--- src/rtl/seg_pkg.sv ---
// Shared types and constants for the 7-segment scan controller.
// Glyphs are active-low, bit 0 = segment A ... bit 6 = segment G.
package seg_pkg;

  typedef enum logic {BLANK, SHOW} seg_state_e;

  localparam logic [6:0] SEG_OFF = 7'h7F;
  localparam logic [7:0] AN_OFF  = 8'hFF;

  // Entry 15 (F) first, entry 0 last.
  localparam logic [15:0][6:0] SEG_GLYPHS = {
    7'h0E, 7'h06, 7'h21, 7'h46, 7'h03, 7'h08, 7'h10, 7'h00,
    7'h78, 7'h02, 7'h12, 7'h19, 7'h30, 7'h24, 7'h79, 7'h40
  };

endpackage

--- src/rtl/seg_scan_controller_if.sv ---
// Display data/pin bundle between the value source (master) and the scan controller (slave).
interface seg_scan_controller_if;

  logic [31:0] value;
  logic [7:0]  digit_en;
  logic [7:0]  dp_in;
  logic [7:0]  AN;
  logic [6:0]  seg;
  logic        DP;
  logic        frame_tick;

  modport master (
    output value, digit_en, dp_in,
    input  AN, seg, DP, frame_tick
  );

  modport slave (
    input  value, digit_en, dp_in,
    output AN, seg, DP, frame_tick
  );

endinterface

--- src/rtl/seg_hex_decode.sv ---
// Combinational nibble -> active-low hex glyph lookup.
module seg_hex_decode
  import seg_pkg::*;
(
  input  logic [3:0] nibble_i,
  output logic [6:0] glyph_o
);

  always_comb begin
    glyph_o = SEG_GLYPHS[nibble_i];
  end

endmodule

--- src/rtl/seg_scan_controller.sv ---
// 8-digit common-anode scan scheduler: one dwell counter, per-slot blanking, per-frame snapshot.
// Optional leading-zero blanking when SEG_SCAN_LZB_EN is defined.
module seg_scan_controller
  import seg_pkg::*;
#(
  parameter int unsigned DWELL_CYCLES = 100000,
  parameter int unsigned BLANK_CYCLES = 1000,
  parameter int unsigned NUM_DIGITS   = 8
) (
  input logic               CLK_IN,
  input logic               clear,
  seg_scan_controller_if.slave bus
);

  localparam int unsigned    CntW      = $clog2(DWELL_CYCLES);
  localparam logic [CntW-1:0] CntLast   = CntW'(DWELL_CYCLES - 1);
  localparam logic [CntW-1:0] BlankLast = CntW'(BLANK_CYCLES - 1);
  localparam logic [2:0]     IdxLast   = 3'(NUM_DIGITS - 1);

  seg_state_e      state_q, state_d;
  logic [CntW-1:0] cnt_q, cnt_d;
  logic [2:0]      idx_q, idx_d;
  logic [31:0]     val_snap_q, val_snap_d;
  logic [7:0]      en_snap_q, en_snap_d;
  logic [7:0]      dp_snap_q, dp_snap_d;
  logic [7:0]      an_q, an_d;
  logic [6:0]      seg_q, seg_d;
  logic            dp_q, dp_d;
  logic            tick_q, tick_d;

  logic            slot_end;
  logic            frame_end;
  logic            shown;
  logic [3:0]      nibble;
  logic [6:0]      glyph;

  seg_hex_decode u_decode (
    .nibble_i (nibble),
    .glyph_o  (glyph)
  );

  always_comb begin
    slot_end  = (cnt_q == CntLast);
    frame_end = slot_end && (idx_q == IdxLast);

    cnt_d = slot_end ? '0 : cnt_q + 1'b1;
    idx_d = idx_q;
    if (slot_end) idx_d = (idx_q == IdxLast) ? 3'd0 : idx_q + 3'd1;

    state_d = state_q;
    unique case (state_q)
      BLANK:   if (cnt_q == BlankLast) state_d = SHOW;
      SHOW:    if (slot_end) state_d = BLANK;
      default: state_d = BLANK;
    endcase

    // Snapshot lands on the same edge that starts digit 0's blanking.
    val_snap_d = val_snap_q;
    en_snap_d  = en_snap_q;
    dp_snap_d  = dp_snap_q;
    if (frame_end) begin
      val_snap_d = bus.value;
      en_snap_d  = bus.digit_en;
      dp_snap_d  = bus.dp_in;
    end
    tick_d = frame_end;

    nibble = val_snap_q[{idx_q, 2'b00} +: 4];
    shown  = en_snap_q[idx_q];
`ifdef SEG_SCAN_LZB_EN
    if ((idx_q != 3'd0) && ((val_snap_q >> {idx_q, 2'b00}) == 32'd0)) shown = 1'b0;
`endif

    an_d  = AN_OFF;
    seg_d = SEG_OFF;
    dp_d  = 1'b1;
    if ((state_q == SHOW) && shown) begin
      an_d[idx_q] = 1'b0;
      seg_d       = glyph;
      dp_d        = ~dp_snap_q[idx_q];
    end
  end

  always_ff @(posedge CLK_IN) begin
    if (clear) begin
      state_q    <= BLANK;
      cnt_q      <= '0;
      idx_q      <= 3'd0;
      val_snap_q <= 32'd0;
      en_snap_q  <= 8'd0;
      dp_snap_q  <= 8'd0;
      an_q       <= AN_OFF;
      seg_q      <= SEG_OFF;
      dp_q       <= 1'b1;
      tick_q     <= 1'b0;
    end else begin
      state_q    <= state_d;
      cnt_q      <= cnt_d;
      idx_q      <= idx_d;
      val_snap_q <= val_snap_d;
      en_snap_q  <= en_snap_d;
      dp_snap_q  <= dp_snap_d;
      an_q       <= an_d;
      seg_q      <= seg_d;
      dp_q       <= dp_d;
      tick_q     <= tick_d;
    end
  end

  assign bus.AN         = an_q;
  assign bus.seg        = seg_q;
  assign bus.DP         = dp_q;
  assign bus.frame_tick = tick_q;

endmodule

--- src/flat_wrapper.sv ---
// flat-port wrapper written by rule: the top's interface ports become plain ports
module seg_scan_controller_flat import seg_pkg::*;
#(
  parameter int unsigned DWELL_CYCLES = 100000,
  parameter int unsigned BLANK_CYCLES = 1000,
  parameter int unsigned NUM_DIGITS   = 8
)
  (CLK_IN, clear, bus_value, bus_digit_en, bus_dp_in, bus_AN, bus_seg, bus_DP, bus_frame_tick);
  seg_scan_controller_if bus_i ();
  input logic CLK_IN;
  input logic clear;
  input wire logic [$bits(bus_i.value)-1:0] bus_value;
  input wire logic [$bits(bus_i.digit_en)-1:0] bus_digit_en;
  input wire logic [$bits(bus_i.dp_in)-1:0] bus_dp_in;
  output wire logic [$bits(bus_i.AN)-1:0] bus_AN;
  output wire logic [$bits(bus_i.seg)-1:0] bus_seg;
  output wire logic [$bits(bus_i.DP)-1:0] bus_DP;
  output wire logic [$bits(bus_i.frame_tick)-1:0] bus_frame_tick;
  assign bus_i.value = bus_value;
  assign bus_i.digit_en = bus_digit_en;
  assign bus_i.dp_in = bus_dp_in;
  assign bus_AN = bus_i.AN;
  assign bus_seg = bus_i.seg;
  assign bus_DP = bus_i.DP;
  assign bus_frame_tick = bus_i.frame_tick;
  seg_scan_controller #(.DWELL_CYCLES(DWELL_CYCLES), .BLANK_CYCLES(BLANK_CYCLES), .NUM_DIGITS(NUM_DIGITS)) u_core (.CLK_IN(CLK_IN), .clear(clear), .bus(bus_i));
endmodule
--- config.mk ---
export PLATFORM = sky130hd
export DESIGN_NAME = seg_scan_controller_flat
export DESIGN_NICKNAME = d
export VERILOG_FILES = /design/src/rtl/seg_pkg.sv /design/src/rtl/seg_scan_controller_if.sv /design/src/rtl/seg_hex_decode.sv /design/src/rtl/seg_scan_controller.sv /design/src/flat_wrapper.sv
export SDC_FILE = /design/constraint.sdc
export NUM_CORES = 1
export LEC_CHECK = 0
export CORE_ASPECT_RATIO = 1.25
export CORE_UTILIZATION = 23
export DETAILED_ROUTE_END_ITERATION = 8
export RECOVER_POWER = 100
export SYNTH_ARGS = -nofsm -noshare
export SYNTH_HDL_FRONTEND = slang
export SYNTH_HIERARCHICAL = 1
export SYNTH_SLANG_ARGS = --single-unit
--- constraint.sdc ---
create_clock -name CLK_IN -period 3 [get_ports CLK_IN]
set_input_delay 0.6 -clock CLK_IN [delete_from_list [all_inputs] [get_ports CLK_IN]]
set_output_delay 0.6 -clock CLK_IN [all_outputs]
set_load 0.05 [all_outputs]
==> reports/results.tsv, run 1 <==
stage	metric	value	unit
die	core region area	15500	sq um
drt	final wirelength	8.61	mm
worst_setup_path	flop-to-flop setup slack	420	ps
clocking	post-CTS sizing	0	
sta	relative slew slack	0.401	
die	io pins	67	
worst_hold_path	Hold Startpoint	u_core/en_snap_q[2]	
sta	unrepaired setup endpoints after global routing	no	
run_status	status	finished, final reports clean	
drt	Initial DRC Count	137	
worst_hold_path	worst hold path type	reg -> reg	
pwr	Clk pwr share	0.465	
yosys	Distinct cells, synth	51	
clocking	clock root buffer master	clkbuf_16	
yosys	Cells after Synth	347	
global_route	total track usage	0.112	
pwr	pwr/cell area	486	nW/um^2
die	Die X	114	um
yosys	Commonest cells post-synth	86 x dfxtp_1, 49 x a22o_1, 26 x nor2_1, 16 x clkbuf_1, 13 x xnor2_1	
sta	setup TNS	0	ps
finish	Final Util	0.310	
place	I/O Buffers	66	
place	Routability Congestion	0.815	
clocking	CTS Sinks	86	
finish	Final Instance Count excl. Fillers	624	
worst_setup_path	crit path to	u_core/val_snap_q[10]	
yosys	post-synth net total	408	
yosys	asr flop ratio synth	0	
worst_setup_path	Worst R2R Path Depth	6	
sta	Worst Skew	7.30	ps
pwr	Final Total Pwr	2.33	mW
worst_setup_path	Setup CP Type	reg -> reg	
worst_setup_path	Req. time, crit path	3270	ps
worst_setup_path	startpoint type of the worst setup path	flip-flop	
finish	ant diodes	0	
clocking	hold buffer count at cts	0	
yosys	Cell Area, Synth	3630	sq um
worst_setup_path	R2R Path Start	u_core/cnt_q[0]	
place	dpl hpwl	6.58	mm
place	DP Cell Count	608	
worst_setup_path	Worst Path Max Fanout	39	
sta	Final Cycle Share	0.859	
die	Die Y-Extent	142	um
die	die area	16300	sq um
drt	average wire per standard cell	13.8	um
clocking	Clock transition at path regs	60	ps
yosys	flip-flop and latch count after synthesis	86	
clocking	Setup Fix Bufs, Post-CTS	0	
worst_setup_path	Worst Path Arrival	2850	ps
drt	Final ANT Viol Nets	0	
sta	Final Max Slew Viols	0	
drt	DRC viols	0	
die	Rows	51	
pwr	Reg power frac	0.493	
yosys	Seq/Total Area, Yosys	0.474	
worst_setup_path	Crit. End Element	flip-flop	
yosys	Synth Flop Type	dfxtp_1	
yosys	synth warn	6	
worst_setup_path	CP startpoint	u_core/cnt_q[0]	
clocking	CTS tree	yes	
global_route	number of global-route vias before repair	2728	
global_route	first-pass GRT wire length	14.0	mm
worst_setup_path	Critical R2R Capture	u_core/val_snap_q[10]	
clocking	Clk Latency, worst-skew pair	330	ps
global_route	Congestion Overflow GR	0	
pwr	VDD IR max	0.260	mV
clocking	TritonCTS Buffers	9	
pwr	switching share of power	0.195	
finish	Layout Nets	468	
finish	Synth-to-Final Area Change	32.2	%
finish	Multi-input gate area	1760	sq um
sta	worst hold margin	474	ps
yosys	top cell type's share of synthesized area	0.474	
yosys	syn_area_per_cell	10.5	sq um
sta	min setup slack post-route	423	ps
sta	Least-Margin Pin Slew	891	ps
yosys	Yosys top cell by area	dfxtp_1	
finish	post-route cell area	4800	sq um
drt	routed vias	2788	
place	DP Worst Slack	522	ps
drt	post-DR vias/cell	4.47	
sta	Peak Freq	388	MHz
finish	Reg area	1720	sq um
clocking	H-Tree Level Count	3	
global_route	initial antenna violation count	1	
clocking	clk buf depth	2	
yosys	most frequent cell after synthesis	dfxtp_1	
pwr	Net Sw Power	456	uW
pwr	Leakage	1.63	nW
yosys	EDFF count, synth	0	
yosys	Synth area leaders	dfxtp_1 47%, a22o_1 12%, ha_1 3.8%	
drt	DRT Pass-1 Iters	4	
die	Initial Util	0.234	
finish	Fill cells	1580	
place	Placed Area	4530	sq um
sta	# setup viols final	0	
pwr	Internal	1.88	mW
sta	Final Critical Period	2580	ps
sta	Hold Vio Cnt, Final	0	
global_route	largest net degree at the start of global routing	40	
pwr	Comb power frac	0.041	
finish	layout cells sized above 1	0.0898	
run	max-cap violation count	0	
power by group through the flow:
| stage | Combinational [mW] | Clock [mW] | Sequential, mW |
|---|---|---|---|
| detailed placement | 0.0990 | 0 | 1.18 |
| floorplan | 0.0228 | 0 | 1.17 |
| global placement | 0.0992 | 0 | 1.18 |
| CTS | 0.0993 | 1.12 | 1.15 |
| global route | 0.105 | 1.17 | 1.15 |
| finish | 0.0966 | 1.09 | 1.15 |
cell families (layout without fill, tap and decap cells):
| logic type | Yosys count | in the layout | share of synthesized area |
|---|---|---|---|
| AO/OA/AOI/OAI | 79 | 79 | 0.170 |
| XOR/XNOR | 15 | 15 | 0.0362 |
| adder cells (fa/ha/maj) | 11 | 11 | 0.0379 |
| buffers and inverters | 35 | 100 | 0.0410 |
| flip-flops | 86 | 86 | 0.474 |
| multiplexers | 22 | 22 | 0.0817 |
| AND/OR/NAND/NOR | 99 | 99 | 0.159 |
registers in the layout (all words and copies together) (netlist names):
| name | cells |
|---|---|
| u_core/state_q | 1 |
| u_core/cnt_q | 17 |
| u_core/idx_q | 3 |
| u_core/bus.DP | 1 |
| u_core/bus.seg | 7 |
| u_core/dp_snap_q | 8 |
| u_core/en_snap_q | 8 |
| u_core/bus.AN | 8 |
| u_core/bus.frame_tick | 1 |
| u_core/val_snap_q | 32 |
placed cells by master (no fill, tap or decap), types with 4 or more instances in the layout:
cell type,instances
nand2b_1,9
mux4_2,4
mux2i_1,9
clkbuf_1,6
mux2_2,7
dlygate4sd3_1,18
clkdlybuf4s50_1,48
o21ai_0,12
ha_1,11
nand4_1,8
nand2_1,10
nor4_1,6
a21oi_1,4
dfxtp_1,86
a22o_1,49
buf_4,7
clkbuf_16,9
xnor2_1,13
nor2_1,26
nor3_1,6
nand3_1,11
inv_1,7
worst min-delay path by stage:
stage / end / slack (ps) / cells after the start
detailed placement: u_core/val_snap_q[15] / 460 / 1
finish: u_core/en_snap_q[2] / 470 / 1
CTS: u_core/en_snap_q[2] / 480 / 1
floorplan: u_core/val_snap_q[15] / 440 / 1
global route: u_core/en_snap_q[2] / 490 / 1
global placement: u_core/val_snap_q[15] / 460 / 1
area by class of cell:
| type | instances | share of cell area |
|---|---|---|
| Clock inverter | 3 | 0.00912 |
| Sequential cell | 86 | 0.359 |
| Multi-Input combinational cell | 226 | 0.368 |
| Inverter | 8 | 0.00626 |
| Clock buffer | 13 | 0.0521 |
| Timing Repair Buffer | 76 | 0.151 |
| Tap cell | 212 | 0.0553 |
metal layers:
metal	part of all wire	vias to the layer above	track usage	routed length, um
li1	-	1407	-	-
met2	0.52	52	0.202	4440
met4	0.016	0	0.0472	142
met3	0.053	10	0.0315	457
met1	0.42	1319	0.123	3580
met5	0	-	0	0
critical path, stage by stage, from the launching register on:
cell	delay, ps
dfxtp_1	420
ha_1	250
nand4_1	240
or4b_1	700
nor4b_4	280
buf_4	420
a22o_1	200
(Power assumes the default switching activity.)
==> run 2: changes to the inputs <==
Settings changed: SLEW_MARGIN set to 10, TNS_END_PERCENT set to 100.
==> results of run 2 <==
Final layout, timing and power as in run 1 (identical DEF).
==> run 3: changes to the inputs <==
Settings changed: PLACE_DENSITY set to 0.51.
==> reports/results.tsv, run 3 (same netlist as run 1, synthesis figures left out) <==
stage	metric	value	unit	change
sta	relative slew slack	0.341		-0.0601
worst_setup_path	critical path's slowest cell	mux4_1		
global_route	first-pass GRT wire length	14.1	mm	+0.59%
clocking	post-CTS sizing	0		unchanged
place	dpl hpwl	6.54	mm	-0.60%
sta	Least-Margin Pin Slew	980	ps	+89.4 ps
run	max-cap violation count	0		unchanged
global_route	total track usage	0.113		+0.00111
global_route	initial antenna violation count	0		-1
run_status	status	finished, final reports clean		
clocking	Clock transition at path regs	70	ps	about the same
drt	Final ANT Viol Nets	0		unchanged
drt	average wire per standard cell	14.3	um	+3.3%
clocking	clock root buffer master	clkbuf_16		
worst_setup_path	Worst Path Arrival	2820	ps	-30 ps
worst_setup_path	Crit. End Element	flip-flop		
worst_setup_path	Worst Path Max Fanout	21		-46%
die	io pins	67		unchanged
worst_setup_path	CP dominant cell by count	inv_1		
finish	most common cell after layout, fill and taps aside	dfxtp_1		
finish	ant diodes	0		unchanged
finish	top flop regs	u_core/val_snap_q: 32 flops, u_core/cnt_q: 17 flops		
finish	max FFs per register	32		unchanged
finish	most frequent cells in the layout	86 x dfxtp_1, 49 x a22o_1, 48 x clkdlybuf4s50_1, 26 x nor2_1, 18 x dlygate4sd3_1		
pwr	Leakage	1.65	nW	+1.3%
clocking	Clk Latency, worst-skew pair	340	ps	about the same
worst_setup_path	largest stage delay on the critical path	470	ps	-230 ps
clocking	TritonCTS Buffers	9		unchanged
finish	Synth-to-Final Area Change	33.6	%	
die	die area	16300	sq um	unchanged
die	Initial Util	0.234		unchanged
die	Rows	51		unchanged
clocking	CTS tree	yes		
die	Die Y-Extent	142	um	unchanged
pwr	VDD IR max	0.216	mV	-17%
drt	Initial DRC Count	100		-27%
finish	Top reg by flops	u_core/val_snap_q		
place	I/O Buffers	66		unchanged
sta	Final Cycle Share	0.869		+0.0104
sta	Final Critical Period	2610	ps	+31.2 ps
finish	Fill cells	1583		+0.19%
sta	setup TNS	0	ps	unchanged
drt	post-DR vias/cell	4.45		-0.29%
sta	Hold Vio Cnt, Final	0		unchanged
place	Routability Congestion	0.801		-1.7%
worst_setup_path	startpoint type of the worst setup path	flip-flop		
finish	layout cells sized above 1	0.0951		+0.00532
clocking	clk buf depth	2		unchanged
sta	unrepaired setup endpoints after global routing	no		
die	Die X	114	um	unchanged
die	core region area	15500	sq um	unchanged
global_route	largest net degree at the start of global routing	50		+25%
drt	DRC viols	0		unchanged
place	DP Worst Slack	537	ps	+15.1 ps
worst_setup_path	Req. time, crit path	3210	ps	-60 ps
worst_setup_path	CP Cell Sequence	clkbuf_2, mux4_2, mux2_2, inv_1, ha_1, inv_1, mux4_1, nand2b_1		
finish	Layout Nets	467		-0.21%
global_route	Congestion Overflow GR	0		unchanged
clocking	Setup Fix Bufs, Post-CTS	0		unchanged
worst_setup_path	Setup CP Type	reg -> reg		
sta	Peak Freq	383	MHz	-1.2%
drt	routed vias	2771		-0.61%
clocking	H-Tree Level Count	3		unchanged
worst_hold_path	worst hold path type	reg -> reg		
sta	Worst Skew	11.5	ps	+4.16 ps
sta	min setup slack post-route	392	ps	-31.2 ps
clocking	CTS Sinks	86		unchanged
sta	Final Max Slew Viols	0		unchanged
drt	final wirelength	8.87	mm	+2.9%
pwr	pwr/cell area	517	nW/um^2	+6.3%
sta	# setup viols final	0		unchanged
clocking	hold buffer count at cts	0		unchanged
drt	DRT Pass-1 Iters	4		unchanged
global_route	number of global-route vias before repair	2688		-1.5%
[run 3: cell type report]
type                            instances  area, sq um  share of cell area
Multi-Input combinational cell        226         1760               0.364
Tap cell                              212          265              0.0547
Timing Repair Buffer                   75          731               0.151
Inverter                                8         30.0             0.00619
Clock buffer                           11          243              0.0501
Clock inverter                          4         95.1              0.0196
Sequential cell                        86         1720               0.355
[run 3: per-stage QoR]
stage           util  instances  hold slack [ps]  cell area, sq um  total power, mW
3_5_place_dp   0.292        607              461              4530             1.27
4_1_cts        0.314        622              482              4870             2.54
6_report       0.313        622              480              4850             2.51
3_3_place_gp   0.292        607              460              4530             1.27
5_1_grt        0.313        622              494              4850             2.59
2_1_floorplan      -        347              441              3630             1.20
[run 3: power breakdown]
| part | switching (mW) | total [mW] | internal [mW] | leakage, nW |
|---|---|---|---|---|
| Clock | 0.429 | 1.26 | 0.830 | 0.166 |
| Combinational | 0.0337 | 0.0956 | 0.0618 | 0.793 |
| Sequential | 0.00554 | 1.15 | 1.15 | 0.694 |
| Total | 0.468 | 2.51 | 2.04 | 1.65 |
[run 3: worst paths after layout]
check / slack, ps / from / end / cells after the start
worst max-delay path: 390 / u_core/idx_q[0] / u_core/bus.seg[3] / 8
worst min-delay path: 480 / u_core/dp_snap_q[0] / u_core/dp_snap_q[0] / 1
worst max register to register: 390 / u_core/idx_q[0] / u_core/bus.seg[3] / 8
worst min register to register: 480 / u_core/dp_snap_q[0] / u_core/dp_snap_q[0] / 1
[run 3: metal layers]
metal / part of all wire / track usage / vias up
met3: 0.041 / 0.0290 / 12
met5: 0 / 0 / -
met1: 0.48 / 0.145 / 1306
li1: - / - / 1406
met4: 0.016 / 0.0513 / 0
met2: 0.46 / 0.179 / 47
[run 3: critical path: cells and delay by family (launching register included)]
kind / cells / cell delay (ps)
muxes: 3 / 1170
buffers and inverters: 3 / 580
DFF: 1 / 450
adders and majority gates: 1 / 150
and+or+nand+nor: 1 / 150
